File: src/rtl/bp_me_pkg.sv
// Shared stream/host bridge definitions: FSM state encoding and command frame layout.
package bp_me_pkg;

  typedef enum logic [2:0] {
    e_addr  = 3'd0,
    e_data  = 3'd1,
    e_issue = 3'd2,
    e_wait  = 3'd3,
    e_resp  = 3'd4
  } bp_stream_state_e;

  // The write flag occupies the top bit of the address word.
  function automatic int wr_flag_pos(input int stream_width);
    return stream_width - 1;
  endfunction

endpackage

File: src/rtl/bsg_parallel_in_serial_out.sv
// Loads one wide word and shifts it out width_p bits at a time, least-significant slice first.
module bsg_parallel_in_serial_out #(
  parameter int width_p = 32,
  parameter int els_p   = 2
) (
  input  logic                       clk_i,
  input  logic                       reset_n_i,
  input  logic                       load_i,
  input  logic [width_p*els_p-1:0]   data_i,
  input  logic                       yumi_i,
  output logic                       valid_o,
  output logic [width_p-1:0]         data_o,
  output logic                       last_o
);

  localparam int cnt_w_lp = $clog2(els_p + 1);

  logic [width_p*els_p-1:0] data_r;
  logic [cnt_w_lp-1:0]      cnt_r;

  always_ff @(posedge clk_i or negedge reset_n_i) begin
    if (!reset_n_i) begin
      data_r <= '0;
      cnt_r  <= '0;
    end else if (load_i) begin
      data_r <= data_i;
      cnt_r  <= cnt_w_lp'(els_p);
    end else if (yumi_i && valid_o) begin
      data_r <= data_r >> width_p;
      cnt_r  <= cnt_r - cnt_w_lp'(1);
    end
  end

  assign valid_o = (cnt_r != '0);
  assign last_o  = (cnt_r == cnt_w_lp'(1));
  assign data_o  = data_r[width_p-1:0];

endmodule

File: src/rtl/bp_stream_host.sv
// Bridges a two-word command stream onto a host memory port and serializes read data back.
// Optional read timeout enabled by defining BP_STREAM_HOST_TIMEOUT_EN.
module bp_stream_host
  import bp_me_pkg::*;
#(
  parameter int stream_data_width_p = 32,
  parameter int data_width_p        = 64,
  parameter int timeout_cycles_p    = 1024
) (
  input  logic                             clk_i,
  input  logic                             reset_n_i,
  input  logic                             stream_v_i,
  input  logic [stream_data_width_p-1:0]   stream_data_i,
  output logic                             stream_yumi_o,
  output logic                             stream_v_o,
  output logic [stream_data_width_p-1:0]   stream_data_o,
  input  logic                             stream_ready_and_i,
  output logic                             mem_v_o,
  output logic                             mem_w_o,
  output logic [stream_data_width_p-2:0]   mem_addr_o,
  output logic [data_width_p-1:0]          mem_data_o,
  input  logic                             mem_ready_and_i,
  input  logic                             mem_rdata_v_i,
  input  logic [data_width_p-1:0]          mem_rdata_i,
  output logic                             timeout_o
);

  localparam int els_lp    = data_width_p / stream_data_width_p;
  localparam int wr_pos_lp = wr_flag_pos(stream_data_width_p);

  if ((data_width_p % stream_data_width_p) != 0 || timeout_cycles_p < 1) begin : g_bad_cfg
    $error("bp_stream_host: unsupported parameter combination");
  end

  bp_stream_state_e        state_r;
  logic                    in_cmd, rdata_take, timeout_hit, piso_load;
  logic                    piso_v, piso_last, piso_yumi;
  logic [data_width_p-1:0] piso_data;

  assign in_cmd        = (state_r == e_addr) || (state_r == e_data);
  assign stream_yumi_o = reset_n_i & in_cmd & stream_v_i;
  assign rdata_take    = (state_r == e_wait) && mem_rdata_v_i;
  assign piso_load     = rdata_take || timeout_hit;
  assign piso_data     = rdata_take ? mem_rdata_i : '1;
  assign piso_yumi     = (state_r == e_resp) && stream_ready_and_i;
  assign stream_v_o    = (state_r == e_resp) && piso_v;

`ifdef BP_STREAM_HOST_TIMEOUT_EN
  localparam int tw_lp = $clog2(timeout_cycles_p + 1);
  logic [tw_lp-1:0] timer_r;
  logic             timeout_r;

  // Rdata arriving in the same cycle as terminal count takes priority.
  assign timeout_hit = (state_r == e_wait) && !mem_rdata_v_i && (timer_r == '0);

  always_ff @(posedge clk_i or negedge reset_n_i) begin
    if (!reset_n_i) begin
      timer_r   <= '0;
      timeout_r <= 1'b0;
    end else begin
      if (state_r == e_issue)
        timer_r <= tw_lp'(timeout_cycles_p - 1);
      else if (state_r == e_wait && timer_r != '0)
        timer_r <= timer_r - tw_lp'(1);
      if (timeout_hit)
        timeout_r <= 1'b1;
    end
  end

  assign timeout_o = timeout_r;
`else
  assign timeout_hit = 1'b0;
  assign timeout_o   = 1'b0;
`endif

  always_ff @(posedge clk_i or negedge reset_n_i) begin
    if (!reset_n_i) begin
      state_r    <= e_addr;
      mem_v_o    <= 1'b0;
      mem_w_o    <= 1'b0;
      mem_addr_o <= '0;
      mem_data_o <= '0;
    end else begin
      case (state_r)
        e_addr: if (stream_v_i) begin
          mem_w_o    <= stream_data_i[wr_pos_lp];
          mem_addr_o <= stream_data_i[wr_pos_lp-1:0];
          state_r    <= e_data;
        end
        e_data: if (stream_v_i) begin
          mem_data_o <= data_width_p'(stream_data_i);
          mem_v_o    <= 1'b1;
          state_r    <= e_issue;
        end
        e_issue: if (mem_ready_and_i) begin
          mem_v_o <= 1'b0;
          state_r <= mem_w_o ? e_addr : e_wait;
        end
        e_wait: if (piso_load) state_r <= e_resp;
        e_resp: if (stream_ready_and_i && piso_last) state_r <= e_addr;
        default: state_r <= e_addr;
      endcase
    end
  end

  bsg_parallel_in_serial_out #(
    .width_p (stream_data_width_p),
    .els_p   (els_lp)
  ) piso (
    .clk_i     (clk_i),
    .reset_n_i (reset_n_i),
    .load_i    (piso_load),
    .data_i    (piso_data),
    .yumi_i    (piso_yumi),
    .valid_o   (piso_v),
    .data_o    (stream_data_o),
    .last_o    (piso_last)
  );

endmodule

File: config.mk
export PLATFORM = sky130hd
export DESIGN_NAME = bp_stream_host
export DESIGN_NICKNAME = d
export VERILOG_FILES = /design/src/rtl/bp_me_pkg.sv /design/src/rtl/bsg_parallel_in_serial_out.sv /design/src/rtl/bp_stream_host.sv
export SDC_FILE = /design/constraint.sdc
export NUM_CORES = 1
export LEC_CHECK = 0
export ABC_AREA = 0
export CORE_MARGIN = 4
export CORE_UTILIZATION = 44
export DETAILED_ROUTE_END_ITERATION = 8
export GPL_TIMING_DRIVEN = 1
export PLACE_DENSITY = 0.86
export RECOVER_POWER = 50
export SYNTH_ARGS = -nofsm -noshare
export SYNTH_HDL_FRONTEND = slang
export SYNTH_SLANG_ARGS = --single-unit
File: constraint.sdc
create_clock -name clk_i -period 2.5 [get_ports clk_i]
set_input_delay 0.5 -clock clk_i [delete_from_list [all_inputs] [get_ports clk_i]]
set_output_delay 0.5 -clock clk_i [all_outputs]
set_load 0.02 [all_outputs]
Word level (Yosys, flattened, before mapping):

Cells that the tools add are included.

* word-level logic and storage cells: 48
* bits in latches: 0
* register bits: 134
* input port bits: 102
* bits in read-only memories: 0
* output and inout port bits: 132
* memory bits (writable): 0
* memories: 0

* divide/modulo/power cells: 0
* muxes and demuxes: 14
* multiply operators: 0
* equal/unequal tests: 10
* reductions and logical operators: 14
* add/subtract/negate cells: 1
* $lt $le $gt $ge: 0
* shifts and indexed selects: 0
* bitwise logic cells: 2

Operators by type and width (count)
* $mux 64: 2
* $mux 3: 5
* $pmux 3 s5: 1
* $eq 3x2->1 const B: 2
* $mux 2: 3
* $ne 2x2->1 const B: 3
* $reduce_bool 2->1: 3
* $logic_and 1x1->1: 5
* $reduce_and 5->1: 1
* $ne 2x1->1 const B: 2
* $reduce_and 2->1: 2
* $eq 3x1->1 const B: 1
* $eq 3x3->1 const B: 1
* $logic_not 3->1: 1
* $reduce_and 3->1: 1
* $and 1x1->1: 2
* $eq 2x1->1 const B: 1
* $mux 1: 2
* $pmux 1 s2: 1
* $sub 2x1->2 const B: 1
* $logic_or 1x1->1: 1

Depth between registers and ports, before layout:

Gate-level depths: netlist of the first run.

* depth in word-level cells: 5
* gate-level depth with buffers: 7
* gate-level depth less buffers: 6

Hierarchy:

A second synthesis of the first run with hierarchy kept.

* cells, all modules: 595
* area, all modules: 6767.7 µm²

Modules (own cells, without submodules)
* bp_stream_host: area an instance 3637.2 µm², sequential area each 1701.6 µm², cells an instance 273, instances 1
* bsg_parallel_in_serial_out: area an instance 3130.5 µm², sequential area each 1651.6 µm², cells an instance 322, instances 1

Least setup slack after synthesis of the first run:

No wires, ideal clock.

* path kind: reg-to-reg
* start: register state_r[2]
* end: register piso.data_r[24]
* period minus slack after synthesis: 1.925 ns
* buffers on the path: 3
* arrival: 1.800 ns
* slack: 0.575 ns
* cell stages (with the launch flop): 7
* setup time: 0.125 ns
* cell sequence: dfrtp_1 > buf_2 > and4b_1 > buf_4 > buf_2 > mux2_2 > mux2_4

* word-level cells in the longest chain between the ends: 4

Ends and longest elaborated chain
* from (decl): line bp_stream_host.sv:35 `bp_stream_state_e state_r;`
* from (signal assigned): line bp_stream_host.sv:78 `state_r <= e_addr;`
* from (signal assigned): line bp_stream_host.sv:88 `state_r <= e_data;`
* from (signal assigned): line bp_stream_host.sv:93 `state_r <= e_issue;`
* $eq 3x3->1: line bp_stream_host.sv:45 `assign piso_yumi = (state_r == e_resp) && stream_ready_and_i;`
* $logic_and 1x1->1: line bp_stream_host.sv:45
* $logic_and 1x1->1: line bsg_parallel_in_serial_out.sv:28 `end else if (yumi_i && valid_o) begin`
* $reduce_bool 2->1 (no line)
* to (signal assigned): line bsg_parallel_in_serial_out.sv:26 `data_r <= data_i;`
* to (signal assigned): line bsg_parallel_in_serial_out.sv:29 `data_r <= data_r >> width_p;`
* to (decl): line bsg_parallel_in_serial_out.sv:18 `logic [width_p*els_p-1:0] data_r;`

Parallel ways exist; a longest one is shown, timed or not.
A chain may end at the register's enable or synchronous reset.

Worst setup path in the final report of the first run:

* start: register piso.cnt_r[0]
* end: output stream_v_o

* word-level cells in the longest chain between the ends: 2

Ends and longest elaborated chain
* from (decl): line bsg_parallel_in_serial_out.sv:19 `logic [cnt_w_lp-1:0] cnt_r;`
* from (signal assigned): line bsg_parallel_in_serial_out.sv:27 `cnt_r <= cnt_w_lp'(els_p);`
* from (signal assigned): line bsg_parallel_in_serial_out.sv:30 `cnt_r <= cnt_r - cnt_w_lp'(1);`
* $reduce_bool 2->1: line bsg_parallel_in_serial_out.sv:34 `assign valid_o = (cnt_r != '0);`
* $logic_and 1x1->1: line bp_stream_host.sv:46 `assign stream_v_o = (state_r == e_resp) && piso_v;`
* to (decl): line bp_stream_host.sv:15 `output logic stream_v_o,`

No other way between the ends.

==> results of run 1 <==
cells by family (layout without fill, tap and decap cells):
group | Yosys count | count (layout) | synth area share
fa+ha+maj | 2 | 2 | 0.00414
buf+inv | 92 | 251 | 0.106
compound gates | 44 | 44 | 0.0598
flops | 134 | 134 | 0.554
mux | 128 | 128 | 0.256
other cells | 1 | 33 | 0.000620
simple gates | 18 | 18 | 0.0196
where the power goes:
group / switching (mW) / leakage (nW) / internal (mW) / total (mW)
Combinational: 2.23 / 1.89 / 2.82 / 5.04
Sequential: 0.572 / 1.65 / 3.19 / 3.76
Clock: 0.921 / 0.282 / 1.56 / 2.48
sequential cells by signal (all words and copies together), names as in the netlist:
signal       cells
piso.data_r     64
mem_v_o          1
mem_data_o      32
mem_addr_o      31
mem_w_o          1
piso.cnt_r       2
state_r          3
area by class of cell:
class | instances | share of cell area
Tap cell | 176 | 0.0258
Clock buffer | 18 | 0.0504
Clock inverter | 13 | 0.0186
Sequential cell | 134 | 0.393
Multi-Input combinational cell | 225 | 0.254
Inverter | 4 | 0.00176
Timing Repair Buffer | 216 | 0.255
cells in the final DEF, fill, tap and decap left out, drive strengths merged, types with 5 or more instances in the layout:
cell	n
a22o	32
buf	12
clkbuf	23
clkdlybuf4s50	185
clkinv	7
conb	33
dfrtp	134
dlygate4sd3	13
mux2	128
nand2	5
o21ai	5
per-stage QoR:
| step | hold WS [ns] | setup WS [ns] | total power, mW |
|---|---|---|---|
| floorplan | 0.204 | 0.575 | 6.96 |
| global placement | 0.335 | 0.0464 | 8.75 |
| detailed placement | 0.339 | -0.00717 | 8.95 |
| CTS | 0.459 | 0.0171 | 11.5 |
| global route | 0.469 | 0.0715 | 11.9 |
| finish | 0.474 | 0.134 | 11.3 |
per-layer routing:
metal,GRT usage,wire length (um),vias to the layer above,part of all wire
met4,0.0657,239,0,0.017
met2,0.314,7230,152,0.52
met3,0.0614,967,19,0.069
li1,-,-,1743,-
met1,0.208,5490,1964,0.39
met5,0,0,-,0
worst min path at each step:
| stage | to | slack [ns] | depth (start not counted) |
|---|---|---|---|
| final | piso.data_r[57]$_DFFE_PN0P_ | 0.47 | 2 |
| after global routing | piso.data_r[57]$_DFFE_PN0P_ | 0.47 | 2 |
| after CTS | piso.data_r[20]$_DFFE_PN0P_ | 0.46 | 2 |
| after detailed placement | piso.data_r[57]$_DFFE_PN0P_ | 0.34 | 1 |
| after global placement | piso.data_r[57]$_DFFE_PN0P_ | 0.33 | 1 |
| after floorplan | mem_addr_o[0]$_DFFE_PN0P_ | 0.20 | 0 |
timing repair:
item	CTS	global route
hold buffers	1	0
resized for setup	3	1
endpoints found under the setup margin	2	1
endpoints found under the hold margin	12	0
==> impl_metrics.yaml, run 1 <==
outcome:
  status: "completed"
power_and_ir_drop:
  p_per_area_mw_per_mm2: 1320
  leakagePower_nw: 3.82
  ir_drop_v: 0.000602
timing:
  relSlewSlack: 0.0877
  fin_crit_sh: 0.947
  fin_skew_ns: 0.00966
  worst_pin_slew_ns: 1.37
  fmax_mhz: 423
  rsz0062_at_grt: "false"
  fin_setup_tns_ns: 0
  hold_viol: 0
  fin_crit_ns: 2.37
  final_max_slew_viol_count: 0
  setup_viol: 0
yosys:
  netlist.top_cell.by_area: "dfrtp_1"
  synthArstFlopShare: 1.00
  seq_area_frac_synth: 0.554
  synth.area.top_cells: "dfrtp_1 55%, mux2_2 18%, buf_4 8.2%"
  synthTopCellsByCount: "134 x dfrtp_1, 98 x mux2_2, 66 x buf_4"
  ys_warn_count: 0
  yosysUniqueCellTypes: 29
  synth_area_mm2: 0.00605
  synthMostInstantiatedCell: "dfrtp_1"
  ys_ff_latch: 134
  synth_top_cell_area_share: 0.554
  netlist_instances: 419
  ys.flop_type: "dfrtp_1"
  avgSynthCellArea_um2: 14.4
  synth_edf_count: 0
worst_setup_path:
  endpoint: "stream_v_o"
  end_kind: "primary output"
  slowest_stage: "or4b_1"
  path_class: "flop to primary output"
  r2r_cells: 5
  required_ns: 2.00
  regToRegSetupSlack_ns: 0.21
  critPathTopFamily: "simple AND/OR/NAND/NOR gates"
  cp_max_fo: 4
  worstReg2RegStart: "state_r[1]$_DFFE_PN0P_"
  crit_arrival_ns: 1.87
  cp_cell_sequence: "inv_1 > ha_1 > or4b_1 > inv_1 > clkbuf_2"
  r2r_end: "mem_addr_o[3]$_DFFE_PN0P_"
  crit_path_max_incr_delay_ns: 0.53
  crit_start: "piso.cnt_r[0]$_DFFE_PN0P_"
  critPathBufInv: 3
  worst-path-stages: 5
  cp_common_cell: "inv_1"
  start_kind: "flop"
final_layout:
  drive_gt1_frac: 0.287
  regArea_mm2: 0.00335
  stdcell_area_mm2: 0.00852
  nets: 702
  area_growth_pct: 40.9
  n_antenna_cell: 0
  utilization: 0.638
  fin_cells: 786
  multi_input_area_mm2: 0.00217
  fill_cells: 998
worst_hold_path:
  hp-class: "input port to asynchronous set/reset pin"
global_routing:
  grt_pass1_wl_mm: 22.6
  antenna_found_initial: 0
  grt_overflow_total: 0
  first_global_vias: 4294
  track_usage: 0.181
  grt_max_degree: 67
die:
  initial_core_util: 0.453
  fp.dieH_um: 125
  io_pins: 234
  core_mm2: 0.0133
  dieArea_mm2: 0.0157
  rows: 42
  die_w_um: 125
placed_design:
  routabilityCongestion: 0.752
  dp_hpwl_mm: 10.3
  dp_cells: 754
  portBuffers: 200
  placed_area_mm2: 0.00796
clock_network:
  ctsHtreeMaxLevel: 4
  clock_sinks: 134
  cts_tree: "built"
  cts_setup_buffers: 0
  root_buffer: "clkbuf_16"
  clk_latency_ns: 0.41
  clk_pin_slew_ns: 0.06
  clockBufferDepth: 2
  cts_made_buffers: 17
run:
  cap_violations: 0
drt:
  wirelength_mm: 13.9
  vias_per_cell: 4.93
  via_count: 3878
  drc: 0
  drt_first_pass_iters: 4
  dr.first_iter.drc_count: 157
  wl_per_cell_um: 17.7
  ant_nets: 0
Power figures use the tool's default switching activity.
==> run 2: changes to the inputs <==
Settings changed: CORE_UTILIZATION 44 to 25, CTS_CLUSTER_DIAMETER from default to 80, PLACE_DENSITY 0.86 to 0.57.
==> run 2 against run 1 <==
Against the previous run:
- the flow now finishes with violations (capacitance limit, slew limit)
- critical path depth is the same
- hold slack gained 0.024 ns
- count of clock-buffer cells in the layout grew 2
- clock skew shrank 0.0017 ns
- highest routed layer unchanged
- non-clock buffer count shrank 6
- sequential cell count is the same
- largest cell class unchanged
- first-iteration DRC count shrank 23%
==> impl_metrics.yaml, run 2 (synthesis gave the netlist of run 1 again) <==
worst_hold_path:
  hp-class: "flop to flop"
worst_setup_path:
  cp_max_fo: 4
  path_class: "flop to primary output"
  end_kind: "primary output"
  required_ns: 2.00
  crit_arrival_ns: 1.82
  start_kind: "flop"
timing:
  fmax_mhz: 431
  fin_setup_tns_ns: 0
  final_max_slew_viol_count: 135
  fin_crit_ns: 2.32
  fin_crit_sh: 0.929
  fin_ws_ns: 0.178
  fin_skew_ns: 0.00798
  worst_pin_slew_ns: 1.85
  setup_viol: 0
  rsz0062_at_grt: "false"
  relSlewSlack: -0.234
  hold_viol: 0
placed_design:
  placed_area_mm2: 0.00810
  routabilityCongestion: 0.700
  pre_cts_slack_ns: 0.0188
  portBuffers: 200
  dp_hpwl_mm: 10.7
power_and_ir_drop:
  leakagePower_nw: 3.80
  ir_drop_v: 0.000453
  seqPwrFrac: 0.333
  switchingPower_mw: 3.77
  p_per_area_mw_per_mm2: 1310
  clockPowerShare: 0.227
  p_int_mw: 7.61
  swShare: 0.331
  p_comb_frac: 0.440
final_layout:
  drive_gt1_frac: 0.289
  largest_reg_flops: 64
  nets: 696
  stdcell_area_mm2: 0.00867
  top_regs: "piso.data_r x64, mem_data_o x32, mem_addr_o x31"
  final_cell_mix: "192 x clkdlybuf4s50_1, 133 x dfrtp_1, 98 x mux2_2, 33 x conb_1, 32 x a22o_1"
  n_antenna_cell: 0
  largest-register: "piso.data_r"
  area_growth_pct: 43.4
  layout_commonest_cell: "clkdlybuf4s50_1"
run:
  cap_violations: 1
outcome:
  violations: "capacitance limit, slew limit"
  status: "finished with violations"
drt:
  via_count: 3802
  dr.first_iter.drc_count: 121
  drt_first_pass_iters: 4
  wl_per_cell_um: 16.3
  vias_per_cell: 4.11
  ant_nets: 0
  wirelength_mm: 15.0
  drc: 0
die:
  fp.dieH_um: 164
  rows: 56
  dieArea_mm2: 0.0268
  io_pins: 234
  initial_core_util: 0.256
  die_w_um: 164
  core_mm2: 0.0236
clock_network:
  ctsHtreeMaxLevel: 4
  cts_made_buffers: 17
  clock_sinks: 134
  cts_setup_buffers: 0
  ctsHoldBuffers: 0
  clk_latency_ns: 0.40
  cts-resized-gates: 2
  cts_tree: "built"
  clk_pin_slew_ns: 0.06
  root_buffer: "clkbuf_16"
  clockBufferDepth: 2
global_routing:
  grt_pass1_wl_mm: 23.8
  track_usage: 0.113
  antenna_found_initial: 0
  grt_overflow_total: 0
  grt_max_degree: 135
  first_global_vias: 4200
run 2: stage by stage:
step	instances	hold WS (ns)	total power, mW	utilization
finish	924	0.498	11.4	0.367
global route	924	0.512	12.0	0.367
CTS	924	0.279	11.6	0.369
detailed placement	892	0.480	8.96	0.343
global placement	892	0.469	8.80	0.343
floorplan	451	0.204	6.96	-
run 2: critical path, cell delays in order, from the launching register on:
cell,delay [ns]
dfrtp_1,0.37
inv_1,0.07
ha_1,0.20
or4b_4,0.51
inv_2,0.14
buf_12,0.13
run 2: per-layer routing:
metal / wire length (um) / vias up / track usage
met3: 1080 / 9 / 0.0409
met5: 0 / - / 0
met1: 5870 / 1923 / 0.130
met2: 7950 / 139 / 0.201
met4: 115 / 0 / 0.0274
li1: - / 1731 / -
run 2: power by group through the flow:
stage	registers [mW]	logic, mW	clock network (mW)
2_1_floorplan	4.31	2.65	0
3_3_place_gp	3.78	5.02	0
3_5_place_dp	3.82	5.14	0
4_1_cts	3.81	5.14	2.69
5_1_grt	3.93	5.31	2.78
6_report	3.79	5.01	2.58
run 2: final cells by class:
class / instances / area [um^2]
inverter: 4 / 15.0
clock buffer: 20 / 457
timing repair buffer: 210 / 2110
clock inverter: 12 / 153
multi-input combinational: 225 / 2180
tap: 319 / 399
fill: 2311 / 14900
sequential: 134 / 3350
run 2: worst paths after layout:
| path | start | end | slack, ns | cells after the start |
|---|---|---|---|---|
| min | piso.data_r[35]$_DFFE_PN0P_ | piso.data_r[35]$_DFFE_PN0P_ | 0.50 | 1 |
| max | piso.cnt_r[0]$_DFFE_PN0P_ | stream_v_o | 0.18 | 5 |
| max in group asynchronous | reset_n_i | state_r[2]$_DFFE_PN0P_ | 0.51 | 2 |
| max reg2reg | state_r[1]$_DFFE_PN0P_ | mem_data_o[9]$_DFFE_PN0P_ | 0.23 | 5 |
| min reg2reg | piso.data_r[35]$_DFFE_PN0P_ | piso.data_r[35]$_DFFE_PN0P_ | 0.50 | 1 |
| min in group asynchronous | reset_n_i | piso.data_r[22]$_DFFE_PN0P_ | 0.73 | 2 |
